File: config.mk
export PLATFORM = sky130hd
export DESIGN_NAME = axi_mm_a32_d128_master_slice
export DESIGN_NICKNAME = d
export VERILOG_FILES = /design/src/rtl/axi_mm_a32_d128_master_slice.sv
export SDC_FILE = /design/constraint.sdc
export NUM_CORES = 2
export LEC_CHECK = 0
export CAP_MARGIN = 20
export CORE_AREA = 4 4 320 322
export CTS_CLUSTER_DIAMETER = 40
export DETAILED_ROUTE_END_ITERATION = 10
export DIE_AREA = 0 0 324 326
export SYNTH_ARGS = -nofsm -noshare
export SYNTH_HDL_FRONTEND = slang
export SYNTH_SLANG_ARGS = --single-unit
File: constraint.sdc
create_clock -name clk_wr -period 1.95 [get_ports clk_wr]
set_input_delay 0.2925 -clock clk_wr [delete_from_list [all_inputs] [get_ports clk_wr]]
set_output_delay 0.2925 -clock clk_wr [all_outputs]
set_load 0.02 [all_outputs]
File: src/rtl/axi_mm_a32_d128_master_slice.sv
// Master-side AXI-MM A32/D128 link adapter: packs AR/AW/W into txfifo words and unpacks R/B.
// Optional outstanding-burst throttling is enabled by AXI_MM_A32_D128_MASTER_SLICE_OUTSTANDING_EN.

module axi_mm_a32_d128_master_slice_skid #(
  parameter int W = 8
) (
  input  logic         clk_i,
  input  logic         rst_n_i,
  input  logic         in_valid_i,
  input  logic [W-1:0] in_data_i,
  output logic         in_ready_o,
  output logic         out_valid_o,
  output logic [W-1:0] out_data_o,
  input  logic         out_ready_i,
  input  logic         block_i
);

  // Bit 0 of the encoding doubles as the main-register valid flag.
  typedef enum logic [1:0] {
    EMPTY = 2'b00,
    ONE   = 2'b01,
    FULL  = 2'b11
  } state_e;

  state_e         state_q, state_d;
  logic [W-1:0]   main_q, main_d;
  logic [W-1:0]   skid_q, skid_d;
  logic           ready_q, ready_d;
  logic           accept;
  logic           take;

  assign accept      = in_valid_i & ready_q;
  assign take        = state_q[0] & out_ready_i;
  assign in_ready_o  = ready_q;
  assign out_valid_o = state_q[0];
  assign out_data_o  = main_q;

  always_ff @(posedge clk_i) begin
    if (!rst_n_i) begin
      state_q <= EMPTY;
      main_q  <= '0;
      skid_q  <= '0;
      ready_q <= 1'b0;
    end else begin
      state_q <= state_d;
      main_q  <= main_d;
      skid_q  <= skid_d;
      ready_q <= ready_d;
    end
  end

  always_comb begin
    state_d = state_q;
    main_d  = main_q;
    skid_d  = skid_q;
    case (state_q)
      EMPTY: begin
        if (accept) begin
          main_d  = in_data_i;
          state_d = ONE;
        end
      end
      ONE: begin
        case ({accept, take})
          2'b01: state_d = EMPTY;
          2'b10: begin
            skid_d  = in_data_i;
            state_d = FULL;
          end
          2'b11: main_d = in_data_i;
          default: ;
        endcase
      end
      FULL: begin
        if (take) begin
          main_d  = skid_q;
          state_d = ONE;
        end
      end
      default: state_d = EMPTY;
    endcase
    // Ready is decided from the next state so it can be registered.
    ready_d = (state_d != FULL) & ~block_i;
  end

endmodule

module axi_mm_a32_d128_master_slice #(
  parameter int MAX_OUTSTANDING = 16
) (
  input  logic         clk_wr,
  input  logic         rst_wr_n,
  input  logic [3:0]   user_arid,
  input  logic [2:0]   user_arsize,
  input  logic [7:0]   user_arlen,
  input  logic [1:0]   user_arburst,
  input  logic [31:0]  user_araddr,
  input  logic         user_arvalid,
  output logic         user_arready,
  input  logic [3:0]   user_awid,
  input  logic [2:0]   user_awsize,
  input  logic [7:0]   user_awlen,
  input  logic [1:0]   user_awburst,
  input  logic [31:0]  user_awaddr,
  input  logic         user_awvalid,
  output logic         user_awready,
  input  logic [3:0]   user_wid,
  input  logic [127:0] user_wdata,
  input  logic [15:0]  user_wstrb,
  input  logic         user_wlast,
  input  logic         user_wvalid,
  output logic         user_wready,
  output logic [3:0]   user_rid,
  output logic [127:0] user_rdata,
  output logic         user_rlast,
  output logic [1:0]   user_rresp,
  output logic         user_rvalid,
  input  logic         user_rready,
  output logic [3:0]   user_bid,
  output logic [1:0]   user_bresp,
  output logic         user_bvalid,
  input  logic         user_bready,
  output logic         user_ar_valid,
  output logic [48:0]  txfifo_ar_data,
  input  logic         user_ar_ready,
  output logic         user_aw_valid,
  output logic [48:0]  txfifo_aw_data,
  input  logic         user_aw_ready,
  output logic         user_w_valid,
  output logic [148:0] txfifo_w_data,
  input  logic         user_w_ready,
  input  logic         user_r_valid,
  input  logic [134:0] rxfifo_r_data,
  output logic         user_r_ready,
  input  logic         user_b_valid,
  input  logic [5:0]   rxfifo_b_data,
  output logic         user_b_ready,
  input  logic         m_gen2_mode,
  output logic [7:0]   rd_outstanding,
  output logic [7:0]   wr_outstanding
);

  logic         ar_block;
  logic         aw_block;
  logic [134:0] r_word;
  logic [5:0]   b_word;

  wire unused_gen2 = m_gen2_mode;

  axi_mm_a32_d128_master_slice_skid #(.W(49)) u_ar (
    .clk_i(clk_wr), .rst_n_i(rst_wr_n),
    .in_valid_i(user_arvalid),
    .in_data_i({user_araddr, user_arburst, user_arlen, user_arsize, user_arid}),
    .in_ready_o(user_arready),
    .out_valid_o(user_ar_valid), .out_data_o(txfifo_ar_data),
    .out_ready_i(user_ar_ready), .block_i(ar_block)
  );

  axi_mm_a32_d128_master_slice_skid #(.W(49)) u_aw (
    .clk_i(clk_wr), .rst_n_i(rst_wr_n),
    .in_valid_i(user_awvalid),
    .in_data_i({user_awaddr, user_awburst, user_awlen, user_awsize, user_awid}),
    .in_ready_o(user_awready),
    .out_valid_o(user_aw_valid), .out_data_o(txfifo_aw_data),
    .out_ready_i(user_aw_ready), .block_i(aw_block)
  );

  axi_mm_a32_d128_master_slice_skid #(.W(149)) u_w (
    .clk_i(clk_wr), .rst_n_i(rst_wr_n),
    .in_valid_i(user_wvalid),
    .in_data_i({user_wlast, user_wstrb, user_wdata, user_wid}),
    .in_ready_o(user_wready),
    .out_valid_o(user_w_valid), .out_data_o(txfifo_w_data),
    .out_ready_i(user_w_ready), .block_i(1'b0)
  );

  axi_mm_a32_d128_master_slice_skid #(.W(135)) u_r (
    .clk_i(clk_wr), .rst_n_i(rst_wr_n),
    .in_valid_i(user_r_valid), .in_data_i(rxfifo_r_data),
    .in_ready_o(user_r_ready),
    .out_valid_o(user_rvalid), .out_data_o(r_word),
    .out_ready_i(user_rready), .block_i(1'b0)
  );

  axi_mm_a32_d128_master_slice_skid #(.W(6)) u_b (
    .clk_i(clk_wr), .rst_n_i(rst_wr_n),
    .in_valid_i(user_b_valid), .in_data_i(rxfifo_b_data),
    .in_ready_o(user_b_ready),
    .out_valid_o(user_bvalid), .out_data_o(b_word),
    .out_ready_i(user_bready), .block_i(1'b0)
  );

  assign user_rid   = r_word[3:0];
  assign user_rdata = r_word[131:4];
  assign user_rlast = r_word[132];
  assign user_rresp = r_word[134:133];
  assign user_bid   = b_word[3:0];
  assign user_bresp = b_word[5:4];

`ifdef AXI_MM_A32_D128_MASTER_SLICE_OUTSTANDING_EN
  localparam logic [7:0] MaxCnt = 8'(MAX_OUTSTANDING);

  logic [7:0] rd_cnt_q, rd_cnt_d;
  logic [7:0] wr_cnt_q, wr_cnt_d;
  logic       rd_inc, rd_dec, wr_inc, wr_dec;

  assign rd_inc = user_arvalid & user_arready;
  assign rd_dec = user_rvalid & user_rready & user_rlast;
  assign wr_inc = user_awvalid & user_awready;
  assign wr_dec = user_bvalid & user_bready;

  always_comb begin
    rd_cnt_d = rd_cnt_q;
    wr_cnt_d = wr_cnt_q;
    if (rd_inc && !rd_dec) rd_cnt_d = rd_cnt_q + 8'd1;
    else if (rd_dec && !rd_inc) rd_cnt_d = rd_cnt_q - 8'd1;
    if (wr_inc && !wr_dec) wr_cnt_d = wr_cnt_q + 8'd1;
    else if (wr_dec && !wr_inc) wr_cnt_d = wr_cnt_q - 8'd1;
  end

  always_ff @(posedge clk_wr) begin
    if (!rst_wr_n) begin
      rd_cnt_q <= '0;
      wr_cnt_q <= '0;
    end else begin
      rd_cnt_q <= rd_cnt_d;
      wr_cnt_q <= wr_cnt_d;
    end
  end

  // A response with no burst in flight means the far end is misbehaving.
  always_ff @(posedge clk_wr) begin
    if (rst_wr_n && rd_dec && !rd_inc) assert (rd_cnt_q != 8'd0);
    if (rst_wr_n && wr_dec && !wr_inc) assert (wr_cnt_q != 8'd0);
  end

  assign ar_block       = (rd_cnt_d == MaxCnt);
  assign aw_block       = (wr_cnt_d == MaxCnt);
  assign rd_outstanding = rd_cnt_q;
  assign wr_outstanding = wr_cnt_q;
`else
  wire unused_cfg = ^{8'(MAX_OUTSTANDING)};

  assign ar_block       = 1'b0;
  assign aw_block       = 1'b0;
  assign rd_outstanding = '0;
  assign wr_outstanding = '0;
`endif

endmodule

==> impl_metrics.py <==
metrics = {
    "status": {
        "status": "complete, no violations",
    },
    "timing": {
        "hold_viol": 0,
        "finalCritPeriodShare_pct": 96.6,
        "fmax_mhz": 531,
        "timing.final.ws_setup_ns": 0.0661,
        "min_period_ns": 1.88,
        "slew_headroom_pct": 53.3,
        "finalSetupViolCount": 0,
        "skew_ns": 0.0471,
        "worst_slew_pin_slew_ns": 0.701,
        "rsz0062_at_grt": "false",
        "maxSlewViolCount": 0,
    },
    "grt": {
        "grt_max_degree": 109,
        "antenna_found_initial": 45,
        "gr-total-overflow": 0,
        "grt_pass1_wl_mm": 216,
        "grt_use_total_pct": 25.6,
        "grt_pass1_vias": 34300,
    },
    "place": {
        "pre_cts_slack_ns": -0.0492,
        "gp_congestion": 0.841,
        "io_buffers": 797,
        "post_dp_cell_area_um2": 44700,
        "place_hpwl_mm": 90.7,
    },
    "floorplanning": {
        "rows": 116,
        "pin_count": 815,
        "core-area_um2": 99600,
        "dieArea_um2": 106000,
        "initial_utilization_pct": 34.7,
        "die_y_um": 326,
        "die_w_um": 324,
    },
    "worst_setup_path": {
        "cp_slowest_stage_delay_ns": 0.46,
        "critPathSlowestCell": "dfxtp_1",
        "path_max_fanout": 8,
        "critPathKind": "register to output pin",
        "cp_cell_sequence": "dlygate4sd2_1",
        "crit_path_start_kind": "register",
        "critPathTopFamily": "flip-flops",
        "crit_required_ns": 1.66,
        "worstPathArrival_ns": 1.59,
        "critical_path_buf_inv_count": 1,
        "crit_path_end_kind": "output pin",
    },
    "route": {
        "routed_wl_mm": 145,
        "wl_per_cell_um": 23.5,
        "drc": 0,
        "dr.pass1.iters": 8,
        "drt_iter0_markers": 3409,
        "ant_nets": 0,
        "routed_via_density": 5.96,
        "vias": 36593,
    },
    "synth": {
        "syn-instance-count": 4156,
        "post_synth.cell_area_avg_um2": 8.32,
        "syn_area_um2": 34600,
        "yosys_warnings": 0,
        "ys_seq_area_share_pct": 45.8,
        "ys_ff_latch": 791,
        "synth_area_leaders": "dfxtp_1 46%, nand3_1 11%, a31oi_1 7.0%",
        "synth.distinct_cells": 21,
        "synth_largest_area_cell": "dfxtp_1",
        "yosysTopAreaCellShare_pct": 45.8,
    },
    "clock_network": {
        "clock-root-buffer": "clkbuf_16",
        "cts.sink_count": 791,
        "clk_path_buf_depth": 3,
        "cts_hold_buf": 0,
        "htreeDepth": 3,
        "cts_tree": "yes",
        "numCtsBuffers": 121,
        "worst_skew_pair.late_latency_ns": 0.70,
        "clk_pin_slew_ns": 0.06,
    },
    "finish": {
        "nFillCells": 9552,
        "final_area_um2": 48700,
        "drive_above_1_share_pct": 11.9,
        "nNetsFinal": 5107,
        "layout_common_cells": "786 x dfxtp_1, 776 x nand3_1, 399 x clkdlybuf4s50_1, 398 x a21oi_1, 394 x dlygate4sd2_1",
        "area_delta_synth_final_pct": 40.7,
        "final_common_cell": "dfxtp_1",
    },
    "pwr": {
        "p_per_area_nw_per_um2": 961,
        "leakage_uw": 0.0181,
        "netSwitchingFraction_pct": 26.7,
        "pwr-share-clk_pct": 49.7,
        "p_seq_share_pct": 37.0,
        "p_comb_share_pct": 13.3,
        "ir_drop_mv": 0.701,
        "p_int_uw": 34300,
        "netSwitchingPower_uw": 12500,
    },
    "job": {
        "cap_violations": 0,
    },
    "worst_hold_path": {
        "hp-class": "input port to register",
    },
}
## Yosys cell counts (all sizes together)
cell      n
a21o      5
nand2   393
nand3b    5
and3b     5
inv       6
a21oi   398
dfxtp   791
nand3   776
conb      1
buf     139
clkbuf  443
a311oi  388
and3     10
a31oi   388
nand2b   10
o21ai   393
nor2b     5
## tightest hold or removal path, delay by kind of cell
family | cells | cell delay (ns)
and+or+nand+nor | 1 | 0.07
buffers and inverters | 1 | 0.41
AOI/OAI and AO/OA | 1 | 0.05
## state kept, by name, summed over array words and instances (netlist names), 6 cells and up
| signal | cells |
|---|---|
| u_aw.out_data_o | 49 |
| u_aw.skid_q | 49 |
| u_w.out_data_o | 149 |
| u_ar.out_data_o | 49 |
| u_b.out_data_o | 6 |
| u_w.skid_q | 149 |
| u_b.skid_q | 6 |
| u_ar.skid_q | 49 |
| u_r.out_data_o | 135 |
| u_r.skid_q | 135 |
## layer usage
| layer | GRT usage (%) | vias up | share of wire, % |
|---|---|---|---|
| met2 | 40.6 | 1644 | 47 |
| met4 | 13.0 | 16 | 4.6 |
| met1 | 31.9 | 17835 | 39 |
| met5 | 0 | - | 0.077 |
| met3 | 6.90 | 323 | 9.0 |
| li1 | - | 16775 | - |
## cell families after synthesis
logic type	after synthesis	share of synthesized area [%]
AO/OA/AOI/OAI	1572	30.8
buffers and inverters	588	7.26
flip-flops	791	45.8
other	1	0.0108
AND/OR/NAND/NOR	1204	16.2
## what timing repair did
| action | 4_1_cts | 5_1_grt |
|---|---|---|
| pin swaps | 0 | 0 |
| resized for setup | 401 | 1 |
| setup buffers | 1 | 0 |
| setup endpoints to repair | 396 | 1 |
## power groups by stage
stage / registers [uW] / logic, uW / clock network (uW)
2_1_floorplan: 18300 / 2430 / 0
3_3_place_gp: 17600 / 6560 / 0
3_5_place_dp: 17600 / 6600 / 0
4_1_cts: 17300 / 6210 / 23600
5_1_grt: 17400 / 6600 / 24300
6_report: 17300 / 6230 / 23200
## worst paths after layout
check / startpoint / to / slack, ns / depth (start not counted)
worst max-delay path: u_ar.state_q[0] / user_ar_valid / 0.07 / 1
worst min-delay path: rxfifo_r_data[2] / u_r.skid_q[2] / 0.17 / 3
worst max register to register: u_r.state_q[0] / u_r.out_data_o[56] / 0.16 / 5
worst min register to register: u_r.skid_q[3] / u_r.out_data_o[3] / 0.46 / 2
## area by class of cell
type	count	area, um^2	area share, %
Multi-Input combinational cell	2792	16400	33.7
Clock inverter	73	981	2.02
Tap cell	1298	1620	3.34
Clock buffer	155	3410	7.00
Sequential cell	791	15900	32.6
Timing Repair Buffer	994	10300	21.1
Inverter	6	30.0	0.0617
Antenna cell	32	80.1	0.165
## metrics by stage
step | total power [uW] | setup TNS [ns] | cells | hold WS [ns] | util, %
6_report | 46800 | 0 | 6141 | 0.174 | 48.9
4_1_cts | 47100 | 0 | 6109 | 0.113 | 48.8
2_1_floorplan | 20700 | 0 | 4171 | 0.438 | -
3_3_place_gp | 24200 | -0.998 | 5880 | 0.459 | 44.9
5_1_grt | 48300 | 0 | 6136 | 0.157 | 48.9
3_5_place_dp | 24200 | -0.990 | 5880 | 0.463 | 44.9
(Power assumes the default switching activity.)
